`src/rtl/bpu_pkg.sv`:
```
// Shared definitions for the branch target buffer: counter encodings and
// the layout of one table entry.
package bpu_pkg;

    localparam int BPU_IDX_W = 4;
    localparam int BPU_TAG_W = 32 - BPU_IDX_W - 2;

    localparam logic [1:0] CTR_SNT   = 2'b00;
    localparam logic [1:0] CTR_WNT   = 2'b01;
    localparam logic [1:0] CTR_WT    = 2'b10;
    localparam logic [1:0] CTR_ST    = 2'b11;
    localparam logic [1:0] CTR_ALLOC = CTR_WT;

    typedef struct packed {
        logic                 valid;
        logic [BPU_TAG_W-1:0] tag;
        logic [29:0]          target;
        logic [1:0]           ctr;
    } bpu_entry_t;

endpackage

```
`src/rtl/bpu_btb_if.sv`:
```
// Lookup and resolve-update signals between fetch/EX and the branch target buffer.
// The update side is valid-only: EX_br_valid qualifies the EX_br_* fields for
// one cycle and is always accepted (there is no ready), at most one per cycle.
interface bpu_btb_if;

    logic [31:0] IF_pc;
    logic        BPU_taken;
    logic [31:0] BPU_target;

    logic        EX_br_valid;
    logic [31:0] EX_br_pc;
    logic        EX_br_taken;
    logic [31:0] EX_br_target;
    logic        EX_br_pred_taken;

    logic [31:0] BPU_br_cnt;
    logic [31:0] BPU_miss_cnt;

    modport master (
        output IF_pc, EX_br_valid, EX_br_pc, EX_br_taken, EX_br_target, EX_br_pred_taken,
        input  BPU_taken, BPU_target, BPU_br_cnt, BPU_miss_cnt
    );

    modport slave (
        input  IF_pc, EX_br_valid, EX_br_pc, EX_br_taken, EX_br_target, EX_br_pred_taken,
        output BPU_taken, BPU_target, BPU_br_cnt, BPU_miss_cnt
    );

endinterface

```
`src/rtl/bpu_ctr2.sv`:
```
// 2-bit saturating direction counter next-state: step toward taken or not-taken,
// holding at the strong ends.
module bpu_ctr2
    import bpu_pkg::*;
(
    input  logic [1:0] ctr_i,
    input  logic       taken_i,
    output logic [1:0] ctr_next_o
);

    always_comb begin
        ctr_next_o = ctr_i;
        if (taken_i) begin
            if (ctr_i != CTR_ST) ctr_next_o = ctr_i + 2'd1;
        end else begin
            if (ctr_i != CTR_SNT) ctr_next_o = ctr_i - 2'd1;
        end
    end

endmodule

```
`src/rtl/bpu_btb.sv`:
```
// Direct-mapped branch target buffer with per-entry 2-bit direction counters,
// combinational lookup, EX-side update and branch/misprediction statistics.
module bpu_btb
    import bpu_pkg::*;
#(
    parameter int IDX_W = BPU_IDX_W,
    parameter int TAG_W = 32 - IDX_W - 2
) (
    input  logic      clk,
    input  logic      reset,
    bpu_btb_if.slave  bus
);

    localparam int NUM_ENTRIES = 1 << IDX_W;

    bpu_entry_t       tbl_q [NUM_ENTRIES];

    logic [IDX_W-1:0] lk_idx;
    logic [TAG_W-1:0] lk_tag;
    bpu_entry_t       lk_entry;
    logic             lk_hit;

    logic [IDX_W-1:0] up_idx;
    logic [TAG_W-1:0] up_tag;
    bpu_entry_t       up_entry;
    logic             up_hit;
    logic [1:0]       up_ctr_next;
    bpu_entry_t       upd_entry_d;
    logic             upd_we_d;

    logic [31:0]      br_cnt_q, br_cnt_d;
    logic [31:0]      miss_cnt_q, miss_cnt_d;
    logic             unused_pc_bits;

    assign unused_pc_bits = ^{bus.IF_pc[1:0], bus.EX_br_pc[1:0], bus.EX_br_target[1:0]};

    // Lookup reads the flops directly, so a same-cycle update is not visible here.
    always_comb begin
        lk_idx   = bus.IF_pc[IDX_W+1:2];
        lk_tag   = bus.IF_pc[31:IDX_W+2];
        lk_entry = tbl_q[lk_idx];
        lk_hit   = lk_entry.valid && (lk_entry.tag == lk_tag);
    end

    assign bus.BPU_taken  = lk_hit && lk_entry.ctr[1];
    assign bus.BPU_target = lk_hit ? {lk_entry.target, 2'b00} : 32'h0;

    always_comb begin
        up_idx   = bus.EX_br_pc[IDX_W+1:2];
        up_tag   = bus.EX_br_pc[31:IDX_W+2];
        up_entry = tbl_q[up_idx];
        up_hit   = up_entry.valid && (up_entry.tag == up_tag);
    end

    bpu_ctr2 u_ctr2 (
        .ctr_i      (up_entry.ctr),
        .taken_i    (bus.EX_br_taken),
        .ctr_next_o (up_ctr_next)
    );

    // A not-taken branch that misses leaves the table alone; a taken one evicts.
    always_comb begin
        upd_we_d    = 1'b0;
        upd_entry_d = up_entry;
        if (bus.EX_br_valid) begin
            if (up_hit) begin
                upd_we_d        = 1'b1;
                upd_entry_d.ctr = up_ctr_next;
                if (bus.EX_br_taken) upd_entry_d.target = bus.EX_br_target[31:2];
            end else if (bus.EX_br_taken) begin
                upd_we_d           = 1'b1;
                upd_entry_d.valid  = 1'b1;
                upd_entry_d.tag    = up_tag;
                upd_entry_d.target = bus.EX_br_target[31:2];
                upd_entry_d.ctr    = CTR_ALLOC;
            end
        end
    end

    always_comb begin
        br_cnt_d   = br_cnt_q;
        miss_cnt_d = miss_cnt_q;
        if (bus.EX_br_valid) begin
            if (br_cnt_q != 32'hFFFF_FFFF) br_cnt_d = br_cnt_q + 32'd1;
            if ((bus.EX_br_pred_taken != bus.EX_br_taken) && (miss_cnt_q != 32'hFFFF_FFFF))
                miss_cnt_d = miss_cnt_q + 32'd1;
        end
    end

    always_ff @(posedge clk) begin
        if (reset) begin
            for (int i = 0; i < NUM_ENTRIES; i++) begin
                tbl_q[i].valid  <= 1'b0;
                tbl_q[i].tag    <= '0;
                tbl_q[i].target <= '0;
                tbl_q[i].ctr    <= CTR_WNT;
            end
            br_cnt_q   <= 32'd0;
            miss_cnt_q <= 32'd0;
        end else begin
            if (upd_we_d) tbl_q[up_idx] <= upd_entry_d;
            br_cnt_q   <= br_cnt_d;
            miss_cnt_q <= miss_cnt_d;
        end
    end

    assign bus.BPU_br_cnt   = br_cnt_q;
    assign bus.BPU_miss_cnt = miss_cnt_q;

endmodule

```
`src/flat_wrapper.sv`:
```
// flat-port wrapper written by rule: the top's interface ports become plain ports
module bpu_btb_flat import bpu_pkg::*;
#(
    parameter int IDX_W = BPU_IDX_W,
    parameter int TAG_W = 32 - IDX_W - 2
)
  (clk, reset, bus_IF_pc, bus_EX_br_valid, bus_EX_br_pc, bus_EX_br_taken, bus_EX_br_target, bus_EX_br_pred_taken, bus_BPU_taken, bus_BPU_target, bus_BPU_br_cnt, bus_BPU_miss_cnt);
  bpu_btb_if bus_i ();
  input  logic clk;
  input  logic reset;
  input wire logic [$bits(bus_i.IF_pc)-1:0] bus_IF_pc;
  input wire logic [$bits(bus_i.EX_br_valid)-1:0] bus_EX_br_valid;
  input wire logic [$bits(bus_i.EX_br_pc)-1:0] bus_EX_br_pc;
  input wire logic [$bits(bus_i.EX_br_taken)-1:0] bus_EX_br_taken;
  input wire logic [$bits(bus_i.EX_br_target)-1:0] bus_EX_br_target;
  input wire logic [$bits(bus_i.EX_br_pred_taken)-1:0] bus_EX_br_pred_taken;
  output wire logic [$bits(bus_i.BPU_taken)-1:0] bus_BPU_taken;
  output wire logic [$bits(bus_i.BPU_target)-1:0] bus_BPU_target;
  output wire logic [$bits(bus_i.BPU_br_cnt)-1:0] bus_BPU_br_cnt;
  output wire logic [$bits(bus_i.BPU_miss_cnt)-1:0] bus_BPU_miss_cnt;
  assign bus_i.IF_pc = bus_IF_pc;
  assign bus_i.EX_br_valid = bus_EX_br_valid;
  assign bus_i.EX_br_pc = bus_EX_br_pc;
  assign bus_i.EX_br_taken = bus_EX_br_taken;
  assign bus_i.EX_br_target = bus_EX_br_target;
  assign bus_i.EX_br_pred_taken = bus_EX_br_pred_taken;
  assign bus_BPU_taken = bus_i.BPU_taken;
  assign bus_BPU_target = bus_i.BPU_target;
  assign bus_BPU_br_cnt = bus_i.BPU_br_cnt;
  assign bus_BPU_miss_cnt = bus_i.BPU_miss_cnt;
  bpu_btb #(.IDX_W(IDX_W), .TAG_W(TAG_W)) u_core (.clk(clk), .reset(reset), .bus(bus_i));
endmodule
```
`config.mk`:
```
export PLATFORM = sky130hd
export DESIGN_NAME = bpu_btb_flat
export DESIGN_NICKNAME = d
export VERILOG_FILES = /design/src/rtl/bpu_pkg.sv /design/src/rtl/bpu_btb_if.sv /design/src/rtl/bpu_ctr2.sv /design/src/rtl/bpu_btb.sv /design/src/flat_wrapper.sv
export SDC_FILE = /design/constraint.sdc
export NUM_CORES = 2
export LEC_CHECK = 0
export CORE_ASPECT_RATIO = 1.25
export CORE_MARGIN = 5
export CORE_UTILIZATION = 40
export DETAILED_ROUTE_END_ITERATION = 6
export GPL_ROUTABILITY_DRIVEN = 0
export HOLD_SLACK_MARGIN = 0.12
export SLEW_MARGIN = 20
export SYNTH_ARGS = -nofsm -noshare
export SYNTH_HDL_FRONTEND = slang
export SYNTH_HIERARCHICAL = 1
export SYNTH_SLANG_ARGS = --single-unit
export TNS_END_PERCENT = 20
```
`constraint.sdc`:
```
create_clock -name clk -period 5.86 [get_ports clk]
set_input_delay 0.586 -clock clk [delete_from_list [all_inputs] [get_ports clk]]
set_output_delay 0.586 -clock clk [all_outputs]
set_load 0.1 [all_outputs]
```
## After elaboration in Yosys (flattened, before gate mapping)

Memories as Yosys holds them, arrays and structs flattened.
Index checks and enable logic that the tools add are counted.

| storage, ports and cells | value |
|---|---|
| flip-flop bits (word level) | 64 |
| memory bits (writable) | 944 |
| input bits | 101 |
| output and inout port bits | 97 |
| logic and storage cells | 41 |
| memories | 1 |

| operators by class | value |
|---|---|
| add/subtract/negate cells | 4 |
| eq/ne operators | 6 |
| mux-type cells | 20 |
| reduce and logical (&&, ||, !) cells | 8 |

Memory list:

| name | depth | bits a word | rd ports | clocked after memory_dff | wr ports | line | text |
|---|---|---|---|---|---|---|---|
| u_core.tbl_q | 16 | 59 | 2 | 0 | 16 | bpu_btb.sv:16 | `bpu_entry_t tbl_q [NUM_ENTRIES];` |

Operators by type and width:

| operator | count |
|---|---|
| 59-bit 2-to-1 mux | 3 |
| 32-bit by 1-bit adder with 32-bit output, second input constant | 2 |
| 32-bit 2-to-1 mux | 2 |
| 32-bit != test, second input constant | 2 |
| 59-bit OR reduction | 1 |
| 26-bit equality test | 2 |
| 30-bit 2-to-1 mux | 1 |
| 27-bit 2-to-1 mux | 1 |
| 1-bit 2-to-1 mux | 9 |
| 2-bit 2-to-1 mux | 3 |
| 1-bit logical AND | 4 |
| 4-bit 2-to-1 mux | 1 |
| 2-bit AND reduction | 2 |
| 2-bit by 1-bit adder with 2-bit output, second input constant | 1 |
| 2-bit != test, second input constant | 1 |
| 2-bit nonzero test | 1 |
| 2-bit by 1-bit subtractor with 2-bit output, second input constant | 1 |
| 1-bit != test | 1 |

## Depth between registers and ports, before layout

An unclocked memory read counts as a cell.

| logic depth | value |
|---|---|
| word-level depth | 10 |
| mapped depth | 17 |
| depth with buffers taken out | 10 |

## Hierarchy

Netlist, hierarchy kept.

Modules (own cells, without submodules):

| module | times used | cells an instance | area an instance (µm²) | seq. area each (µm²) |
|---|---|---|---|---|
| bpu_btb | 1 | 3706 | 52634.2 | 29628.4 |
| bpu_ctr2 | 1 | 3 | 26.3 | 0.0 |

## Worst setup path after synthesis

Ideal clock, no wire load.

| timing path | value |
|---|---|
| path kind | in2reg |
| from | input port bus_EX_br_pc[3] |
| to | memory u_core/tbl_q[0][0] (netlist name) (enable) |
| library setup time | 0.427 ns |
| arrival | 5.127 ns |
| data required time | 5.433 ns |
| setup slack | 0.306 ns |
| cell stages on the path | 13 |
| path buffers | 4 |
| path through | buf_4 buf_2 mux4_2 mux2_2 a2bb2oi_1 nand4_1 o31ai_1 or4b_1 o31ai_1 buf_2 nand3_1 clkbuf_1 nand2b_1 |

RTL lines:

| what | line | text |
|---|---|---|
| start: declaration | flat_wrapper.sv:13 | `input wire logic [$bits(bus_i.EX_br_pc)-1:0] bus_EX_br_pc;` |
| end: declaration | bpu_btb.sv:16 |  |

## Worst setup path after layout

| timing path | value |
|---|---|
| from | input port bus_IF_pc[2] |
| to | output port bus_BPU_target[31] |

| between the ends | value |
|---|---|
| cells in the longest elaborated chain, start to end | 4 |

RTL lines:

| what | line | text |
|---|---|---|
| start: declaration | flat_wrapper.sv:11 | `input wire logic [$bits(bus_i.IF_pc)-1:0] bus_IF_pc;` |
| memory read 16 x 59 bit * | n/a |  |
| 26-bit equality test | bpu_btb.sv:42 | `lk_hit = lk_entry.valid && (lk_entry.tag == lk_tag);` |
| 1-bit logical AND | bpu_btb.sv:42 |  |
| 32-bit 2-to-1 mux * | bpu_btb.sv:46 | `assign bus.BPU_target = lk_hit ? {lk_entry.target, 2'b00} : 32'h0;` |
| end: declaration | flat_wrapper.sv:18 | `output wire logic [$bits(bus_i.BPU_target)-1:0] bus_BPU_target;` |

Mark *: on every way between the ends. The rest lies on a longest branch, timed or not.

==> out/summary.txt <==
outcome -> completed
number of port buffers -> 189
Worst Hold Launch -> u_core/bus.BPU_br_cnt[10]$_SDFFE_PP0P_
fmax -> 191 MHz
TNS Setup -> 0 ns
RSZ-0062 raised after global routing -> no
register area share after synthesis -> 56.3%
# IOs -> 198
Core ar. -> 131,000 um2
antenna violations before repair -> 5
critical path arrival -> 4.65 ns
vias in the first global route -> 36,137
# hold bufs at CTS -> 0
first-pass GRT wire length -> 260,000 um
Max FO, Critical Path -> 46
CP Launch Type -> primary input
maximum vdd drop -> 0.225 mV
total power -> 0.0173 W
via count -> 35,656
CP startpoint -> bus_IF_pc[2]
Flop pwr share -> 47.8%
power share of the combinational group -> 13.2%
Detailed Routing Iterations Pass 1 -> 5
clk_skew -> 0.0485 ns
Chip Height -> 416 um
Final Setup Violations -> 0
kind of end point of the critical path -> primary output
DP HPWL -> 108,000 um
Site Rows -> 148
H-Tree Depth -> 3
slew margin rel. -> 27.9%
# placed instances -> 5,497
Placed Area -> 58,200 um2
CTS tree -> done
Reg2Reg Setup Slack -> 1.10 ns
full die area -> 139,000 um2
Die Wd -> 335 um
Synth Warn # -> 6
quantity of gates resized following cts -> 0
Clk pin slew, worst setup/hold paths -> 0.06 ns
Tmin final -> 5.24 ns
commonest non-fill, non-tap cell in the layout -> nor2_1
crit share post-route -> 89.4%
DRC viols -> 0
Top FF cell, synth -> edfxtp_1
final wirelength -> 182,000 um
CP max stage cell -> mux4_2
Crit Reg-Reg Startpoint -> u_core/tbl_q[14][41]$_SDFFCE_PN0P_
Worst Hold Class -> flop to flop
Hold Fails Final Rpt -> 0
Area growth, synth to finish -> 17.1%
synthesized area per cell -> 14.2 um2
Cells after Synth -> 3,709
layout cell share with drive strength beyond 1 -> 25.7%
Synth area leaders -> edfxtp_1 (54%), mux4_2 (22%), nor2_1 (7.2%), mux2i_1 (2.9%), dfxtp_1 (2.4%)
Synth area leader -> edfxtp_1
Crit Path Class -> primary input to primary output
distinct cell type count after synthesis -> 69
Nets -> 3,980
Yosys top cell area share -> 53.8%
Clock power frac -> 39.0%
Post-synth EDFFs -> 944
Post-CTS Setup Bufs -> 0
Worst-Margin Slew -> 1.08 ns
clk buf depth -> 3
Root Buffer -> clkbuf_16
Critical Path, Cell by Cell -> buf_8, mux4_2, mux4_2, xnor2_1, nand4_1, nor4_1, nand4_1, buf_4, nor2b_1, buf_4, buf_12
ANT nets after route -> 0
Mapped Area -> 52,700 um2
Async S/R FF share, synth -> 0%
Seq cells post-synth -> 1,008
Cell Int Power -> 0.0128 W
Total GRT Usage -> 25.7%
Net Switching -> 0.00442 W
Max Cap Violations -> 0
switching share of power -> 25.6%
Final Max Tran Viols -> 0
Cell Count, Final, Fillers Out -> 5,687
Clk Latency, worst-skew pair -> 0.74 ns
pwr dens -> 280 nW/um2
Worst EP required -> 5.27 ns
drt initial violations -> 4,499
Clock Sinks -> 1,008
initial core utilization -> 40.3%
largest net degree at the start of global routing -> 109
crit-path max cell delay -> 0.58 ns
Vias per Instance -> 6.27
most frequent cells in the layout -> nor2_1 (1,006), edfxtp_1 (944), mux4_2 (523)
wire per inst -> 32.0 um
TritonCTS buffer count -> 103
post-place setup slack -> 0.549 ns
total global routing overflow -> 0
Setup WS post-layout -> 0.622 ns
Leak -> 21.4 nW
fin area -> 61,700 um2
## worst paths after layout
| check | endpoint | cells after the start |
|---|---|---|
| setup / recovery | bus_BPU_target[31] | 11 |
| hold / removal | u_core/bus.BPU_br_cnt[10]$_SDFFE_PP0P_ | 2 |
| setup reg to reg | u_core/tbl_q[1][0]$_SDFFCE_PN1P_ | 11 |
| hold reg to reg | u_core/bus.BPU_br_cnt[10]$_SDFFE_PP0P_ | 2 |
## through the flow
| stage | hold slack [ns] | util (%) |
|---|---|---|
| 5_1_grt | 0.530 | 47.2 |
| 6_report | 0.494 | 47.2 |
| 2_1_floorplan | 0.920 | - |
| 3_5_place_dp | 0.491 | 44.6 |
| 3_3_place_gp | 0.493 | 44.6 |
| 4_1_cts | 0.499 | 47.2 |
## state kept, by name (all words and copies together), names as in the netlist
signal and flops:
u_core/bus.BPU_br_cnt 32, u_core/tbl_q 944, u_core/bus.BPU_miss_cnt 32
## worst max-delay path, delay by kind of cell
family,cells,cell delay [ns]
xor gates and xnor gates,1,0.51
buffers and inverters,4,1.20
muxes,2,1.07
and+or+nand+nor,4,1.18
## Yosys cell counts (3+ instances only)
| cell | instances |
|---|---|
| and2_1 | 10 |
| buf_2 | 47 |
| dfxtp_1 | 64 |
| o22a_1 | 3 |
| a221oi_1 | 6 |
| nand4_1 | 20 |
| nand2b_1 | 43 |
| nand3_1 | 51 |
| mux2i_1 | 154 |
| mux4_2 | 523 |
| clkbuf_1 | 218 |
| o21ai_1 | 3 |
| nor2b_1 | 41 |
| xor2_1 | 46 |
| edfxtp_1 | 944 |
| nor2_1 | 1006 |
| nor4_1 | 11 |
| a22oi_1 | 21 |
| buf_6 | 9 |
| o211ai_1 | 5 |
| a31oi_1 | 4 |
| or2_2 | 9 |
| nor3_1 | 27 |
| nand2_1 | 66 |
| o31ai_1 | 4 |
| buf_1 | 49 |
| a21oi_1 | 28 |
| nand3b_1 | 4 |
| xnor2_1 | 47 |
| a211oi_1 | 5 |
| o32ai_1 | 6 |
| o21ai_0 | 33 |
| buf_4 | 11 |
| and3_1 | 16 |
| mux2_2 | 44 |
| and4_1 | 6 |
| o22ai_1 | 26 |
| inv_1 | 40 |
| or3_1 | 17 |
## cells by family (layout without fill, tap and decap cells)
kind of cell | after synthesis | in the layout | synth area share, %
AOI/OAI and AO/OA | 167 | 167 | 2.15
xor gates and xnor gates | 93 | 93 | 1.55
adders and majority gates | 4 | 4 | 0.0903
buffers and inverters | 377 | 627 | 3.01
DFF | 1008 | 1008 | 56.3
muxes | 721 | 721 | 26.2
other | 1 | 4 | 0.00712
and+or+nand+nor | 1338 | 1338 | 10.7
## power by group through the flow
| stage | combinational, W | clock (W) | sequential, W |
|---|---|---|---|
| finish | 0.00228 | 0.00674 | 0.00824 |
| global route | 0.00237 | 0.00712 | 0.00826 |
| CTS | 0.00227 | 0.00684 | 0.00824 |
| detailed placement | 0.00226 | 0 | 0.00839 |
| global placement | 0.00225 | 0 | 0.00838 |
| floorplan | 0.00137 | 0 | 0.00837 |
## routing by layer
| layer | track usage, % | routed length, um | share of wire (%) | vias up |
|---|---|---|---|---|
| li1 | - | - | - | 14489 |
| met1 | 33.9 | 67700 | 37 | 18721 |
| met2 | 43.2 | 90100 | 49 | 2093 |
| met3 | 3.80 | 17100 | 9.4 | 353 |
| met4 | 9.75 | 7220 | 4.0 | 0 |
| met5 | 0 | 0 | 0 | - |
## layout make-up
class	instances	area [um2]
flip-flops and latches	1008	29600
clock buffers	128	2700
clock inverters	60	714
inverters	43	164
well taps	1725	2160
diodes	2	5.00
fillers	11297	68900
multi-input cells	2325	21800
repair buffers	396	4510
Power figures use the tool's default switching activity.
